**src/rtl/dma_bus_arbiter.sv**
```systemverilog
// dma_bus_arbiter: grant side of the DMA BR/BG handshake.
// Lets an in-flight CPU access finish and then grants the shared memory port
// to the DMA controller. On the DMA completion interrupt it returns the port
// to the CPU and pulses dma_done.
//
// Optional feature macro: DMA_TIMEOUT_EN. When it is defined, a grant that
// lasts TIMEOUT_CYCLES cycles without an interrupt is forced to release and
// sets timeout_err, which stays set until reset.
//
// Ports:
//   CLK, reset_n                    clock, synchronous active-low reset
//   BR, dma_interrupt               DMA request / transfer-complete
//   dma_write, dma_addr, dma_data   DMA 4-word write path
//   cpu_mem_req, cpu_mem_write,
//   cpu_addr, cpu_wdata             CPU single-word access path
//   BG                              registered bus grant
//   cpu_stall                       CPU must hold its access
//   mem_write, mem_burst,
//   mem_addr, mem_wdata             steered memory port
//   dma_done                        one-cycle pulse on a normal release
//   timeout_err                     sticky forced-release flag
module dma_bus_arbiter #(
  parameter int unsigned WORD_SIZE      = 16,
  parameter int unsigned TIMEOUT_CYCLES = 64
) (
  input  logic                   CLK,
  input  logic                   reset_n,
  input  logic                   BR,
  input  logic                   dma_interrupt,
  input  logic                   dma_write,
  input  logic [WORD_SIZE-1:0]   dma_addr,
  input  logic [4*WORD_SIZE-1:0] dma_data,
  input  logic                   cpu_mem_req,
  input  logic                   cpu_mem_write,
  input  logic [WORD_SIZE-1:0]   cpu_addr,
  input  logic [WORD_SIZE-1:0]   cpu_wdata,
  output logic                   BG,
  output logic                   cpu_stall,
  output logic                   mem_write,
  output logic                   mem_burst,
  output logic [WORD_SIZE-1:0]   mem_addr,
  output logic [4*WORD_SIZE-1:0] mem_wdata,
  output logic                   dma_done,
  output logic                   timeout_err
);

  localparam int unsigned BUS_W = 4 * WORD_SIZE;

  // Elaboration-time guard on the timeout parameter.
  if (TIMEOUT_CYCLES < 2) begin : g_bad_timeout
    $error("dma_bus_arbiter: TIMEOUT_CYCLES must be at least 2");
  end

  typedef enum logic [1:0] {
    IDLE    = 2'd0,
    DRAIN   = 2'd1,
    GRANT   = 2'd2,
    RELEASE = 2'd3
  } state_t;

  state_t state, state_n;
  logic   done_n;

`ifdef DMA_TIMEOUT_EN
  localparam logic [WORD_SIZE-1:0] TMO_LAST = WORD_SIZE'(TIMEOUT_CYCLES - 1);

  logic [WORD_SIZE-1:0] grant_cnt;
  logic                 tmo_hit;
  logic                 tmo_err_q;
`endif

  // Next-state and done-pulse decode; interrupt outranks timeout and abort.
  always_comb begin
    state_n = state;
    done_n  = 1'b0;
`ifdef DMA_TIMEOUT_EN
    tmo_hit = 1'b0;
`endif
    case (state)
      IDLE: begin
        if (BR) state_n = cpu_mem_req ? DRAIN : GRANT;
      end
      DRAIN: begin
        state_n = BR ? GRANT : IDLE;
      end
      GRANT: begin
        if (dma_interrupt) begin
          state_n = RELEASE;
          done_n  = 1'b1;
        end
`ifdef DMA_TIMEOUT_EN
        else if (grant_cnt == TMO_LAST) begin
          state_n = RELEASE;
          tmo_hit = 1'b1;
        end
`endif
        else if (!BR) begin
          state_n = RELEASE;
        end
      end
      RELEASE: begin
        if (!BR) state_n = IDLE;
      end
      default: state_n = IDLE;
    endcase
  end

  // State, grant and done registers.
  always_ff @(posedge CLK) begin
    if (!reset_n) begin
      state    <= IDLE;
      BG       <= 1'b0;
      dma_done <= 1'b0;
    end else begin
      state    <= state_n;
      BG       <= (state_n == GRANT);
      dma_done <= done_n;
    end
  end

`ifdef DMA_TIMEOUT_EN
  // Grant residency counter (clears on entry, saturates) and sticky error.
  always_ff @(posedge CLK) begin
    if (!reset_n) begin
      grant_cnt <= '0;
      tmo_err_q <= 1'b0;
    end else begin
      if (state_n == GRANT && state != GRANT) begin
        grant_cnt <= '0;
      end else if (state == GRANT && grant_cnt != '1) begin
        grant_cnt <= grant_cnt + WORD_SIZE'(1);
      end
      if (tmo_hit) tmo_err_q <= 1'b1;
    end
  end

  assign timeout_err = tmo_err_q;
`else
  assign timeout_err = 1'b0;
`endif

  // Memory port steering from the registered state; a stalled CPU write is
  // suppressed so it cannot reach memory while the DMA owns or is leaving the bus.
  always_comb begin
    cpu_stall = cpu_mem_req & ((state == GRANT) | (state == RELEASE));
    if (state == GRANT) begin
      mem_write = dma_write;
      mem_burst = 1'b1;
      mem_addr  = dma_addr;
      mem_wdata = dma_data;
    end else begin
      mem_write = cpu_mem_req & cpu_mem_write & ~cpu_stall;
      mem_burst = 1'b0;
      mem_addr  = cpu_addr;
      mem_wdata = BUS_W'(cpu_wdata);
    end
  end

endmodule

```
**config.mk**
```make
export PLATFORM = sky130hd
export DESIGN_NAME = dma_bus_arbiter
export DESIGN_NICKNAME = d
export VERILOG_FILES = /design/src/rtl/dma_bus_arbiter.sv
export SDC_FILE = /design/constraint.sdc
export NUM_CORES = 1
export LEC_CHECK = 0
export ABC_AREA = 1
export CORE_AREA = 2 2 80 82
export DETAILED_ROUTE_END_ITERATION = 10
export DIE_AREA = 0 0 82 84
export PLACE_DENSITY = 0.71
export SYNTH_ARGS = -nofsm -noshare
export SYNTH_HDL_FRONTEND = slang
export SYNTH_SLANG_ARGS = --single-unit
```
**constraint.sdc**
```tcl
create_clock -name CLK -period 1.5 [get_ports CLK]
set_clock_uncertainty 0.05 [all_clocks]
set_input_delay 0.225 -clock CLK [delete_from_list [all_inputs] [get_ports CLK]]
set_output_delay 0.225 -clock CLK [all_outputs]
set_load 0.02 [all_outputs]
```
Word-level counts from Yosys, hierarchy flattened
Cells that the tools add are included.
- equal/unequal tests: 4
- muxes and demuxes: 12
- bitwise logic cells: 5
- reductions and logical operators: 2
- operators by type and width (operator ; number):
    2-to-1 mux 64 bit ; 1
    2-to-1 mux 16 bit ; 1
    2-to-1 mux 2 bit ; 6
    one-hot mux 2 bit (4 select lines) ; 1
    == test 2 bit, second input constant ; 3
    bitwise AND 1 bit ; 3
    2-to-1 mux 1 bit ; 3
    == test 2 x 1 -> 1 bit, second input constant ; 1
    zero test 2 bit ; 1
    AND reduction 2 bit ; 1
    inverter 1 bit ; 1
    bitwise OR 1 bit ; 1
- bits in registers: 4
- input bits: 119
- output and inout bits: 86

Depth between registers and ports, before layout
- word-level depth: 6
- depth in mapped cells: 6
- gate-level depth less buffers: 6

Least setup slack after synthesis
No wires, ideal clock.
- path type: register -> output
- start: reg state[1]
- end: out mem_wdata[16]
- arrival: 1.060 ns
- data required time: 1.225 ns
- slack: 0.165 ns
- cell stages (with the launch flop): 6
- path through: dfxtp_1 > inv_2 > nor2_4 > inv_2 > buf_2 > nor2_1
- longest elaborated chain between the ends: 2
- ends and longest elaborated chain (what ; line ; text):
    start: declaration ; 61 ; state_t state, state_n;
    start signal: assignment ; 115 ; state <= state_n;
    == test 2 bit ; 146 ; if (state == GRANT) begin
    2-to-1 mux 64 bit ; 146 ;
    end: declaration ; 42 ; output logic [4*WORD_SIZE-1:0] mem_wdata,
No other way between the ends.

Final worst setup path
- start: reg state[1]
- end: out mem_wdata[49]
Same word-level chain as after synthesis.

==> metrics.txt <==
CP max FO 10; final cycle utilization of the critical path 1.085; die height 84 um; clk sink count 4; Worst setup EP type output port; fin cells 516; Initial Util 0.1611; n_diodes 0; antenna violations before repair 0; clock-pin slew on the worst setup and hold paths 0.03 ns; Static Leak 1.784 nW; Via density 4.023; status complete, but fails checks; fin crit period 1.628 ns; Placed Cells 509; RSZ-0062 raised after global routing yes; global-route wire length before repair 8411 um; most frequent cell after synthesis nand2_1; FP Rows 29; gpl congestion 0.7917; Seq/Total Area, Yosys 0.08153; top-area cell type share of the netlist area 0.4013; VDD IR max 0.2868 mV; Post-DP HPWL 4634 um; DRT Wirelength 5912 um; Critical Path Start Type flip-flop; number of H-tree levels 1; area leader, netlist nand2_1; share of post-route cells with drive strength above 1 0.3144; wire length per cell 11.46 um; Clk Latency, worst-skew pair 0.22 ns; Die W 82 um; met1 GRT Util 0.1542; Cell Pwr Density 468.3 mW/mm2; crit path kind flip-flop to output port; GR Util met3 0.04004; ys async rst share 0; input/output buffers 203; Min-Delay Path Class input port to flip-flop; Mapped Cells 234; Synth Warn # 0; total die area 0.006888 mm2; largest net degree at the start of global routing 35; Post-Place Worst Slack -0.2807 ns; vias 2076; aggregate global routing overflow 0; Commonest cells post-synth nand2_1 (105), inv_1 (54), nor2_1 (49); Distinct cells, synth 13; area delta synth->final 243.1%; IO Count 205; Synth Cell Area 982.2 um2; total track usage 0.1526; Synth Area per Inst 4.197 um2; Worst EP required 1.22 ns; CTS Buf Count 3; detailed router's first-iteration violation count 31; core area 0.006096 mm2; Final WS setup -0.1277 ns; final instance area 0.003369 mm2; Post-synth EDFFs 0; top post-synthesis cells by area nand2_1 (40%), inv_1 (21%), nor2_1 (19%); clk buf depth 2; number of routed nets with antenna violations 0; Max-Cap Viols 0; syn nets 353; Main synth FF type dfxtp_1; synthesized flop and latch total 4; setup violators final 68; failing checks setup timing; clock root cell clkbuf_8; data arrival time of the worst path 1.35 ns; fmax 614.4 MHz; gr busiest metal met2; final max-slew violation count 0; number of global-route vias before repair 1984; Final Hold Vio Count 0; Total Nets Final 560; GR met2 Demand/Resource 0.2942; drt pass-1 iters 4; DRC 0; dpl cell area 0.003138 mm2; CTS tree done; count of hold buffers inserted by post-cts repair 0
==> power breakdown <==
part	switching, mW	internal (mW)
Sequential	0.00430	0.115
Combinational	0.591	0.639
Clock	0.0576	0.171
==> through the flow <==
stage,power (mW),hold WS [ns],utilization,setup TNS [ns]
detailed placement,1.279,0.6746,0.5148,-19.69
floorplan,0.5734,0.2916,-,0
CTS,1.439,0.5215,0.4871,-1.836
global route,1.687,0.5361,0.5528,-8.601
global placement,1.270,0.6519,0.5148,-19.16
finish,1.578,0.5248,0.5528,-2.781
==> registers in the layout (all words and copies together), names as in the netlist <==
name / count
state: 2
BG: 1
dma_done: 1
==> final timing paths <==
kind / start / end / slack, ns / cells past startpoint
worst min register to register: state[1] / state[0] / 0.68 / 5
worst min-delay path: dma_interrupt / dma_done / 0.52 / 3
worst max register to register: state[1] / dma_done / 0.26 / 7
worst max-delay path: state[1] / mem_wdata[49] / -0.13 / 7
==> worst max-delay path: stages (launching register included) <==
cell	delay (ns)
dfxtp_2	0.32
inv_2	0.05
nor2_4	0.16
inv_4	0.07
buf_6	0.14
buf_16	0.16
nor2_2	0.11
buf_6	0.13
==> cells in the final DEF (no fill, tap or decap), drive strengths merged <==
| master | n |
|---|---|
| a21oi | 2 |
| buf | 93 |
| clkbuf | 3 |
| clkdlybuf4s50 | 120 |
| conb | 1 |
| dfxtp | 4 |
| dlygate4sd2 | 1 |
| inv | 56 |
| nand2 | 105 |
| nand3 | 2 |
| nand4 | 1 |
| nor2 | 50 |
| nor3 | 1 |
==> area by class of cell <==
| cell class | instances | area, um2 |
|---|---|---|
| Clock buffer | 3 | 41.29 |
| Inverter | 56 | 212.7 |
| Tap cell | 77 | 96.34 |
| Timing Repair Buffer | 214 | 2091 |
| Sequential cell | 4 | 81.33 |
| Fill cell | 608 | 2726 |
| Multi-Input combinational cell | 162 | 847.1 |
==> logic make-up after synthesis <==
kind of cell,synth area share
simple gates,0.6268
flops,0.08153
buf+inv,0.2777
other cells,0.003818
compound gates,0.01019
==> layer usage <==
| layer | up-vias | wire length (um) | share of wire |
|---|---|---|---|
| met3 | 10 | 773 | 0.13 |
| li1 | 1055 | - | - |
| met1 | 881 | 2029 | 0.34 |
| met5 | - | 0 | 0 |
| met2 | 130 | 3024 | 0.51 |
| met4 | 0 | 86 | 0.015 |
==> repair_timing <==
action | in CTS | in global routing
gates cloned | 2 | 0
endpoints found under the setup margin | 83 | 82
buffers inserted | 2 | 0
pin swaps | 0 | 1
gates resized for setup | 376 | 123
(Power assumes the default switching activity.)
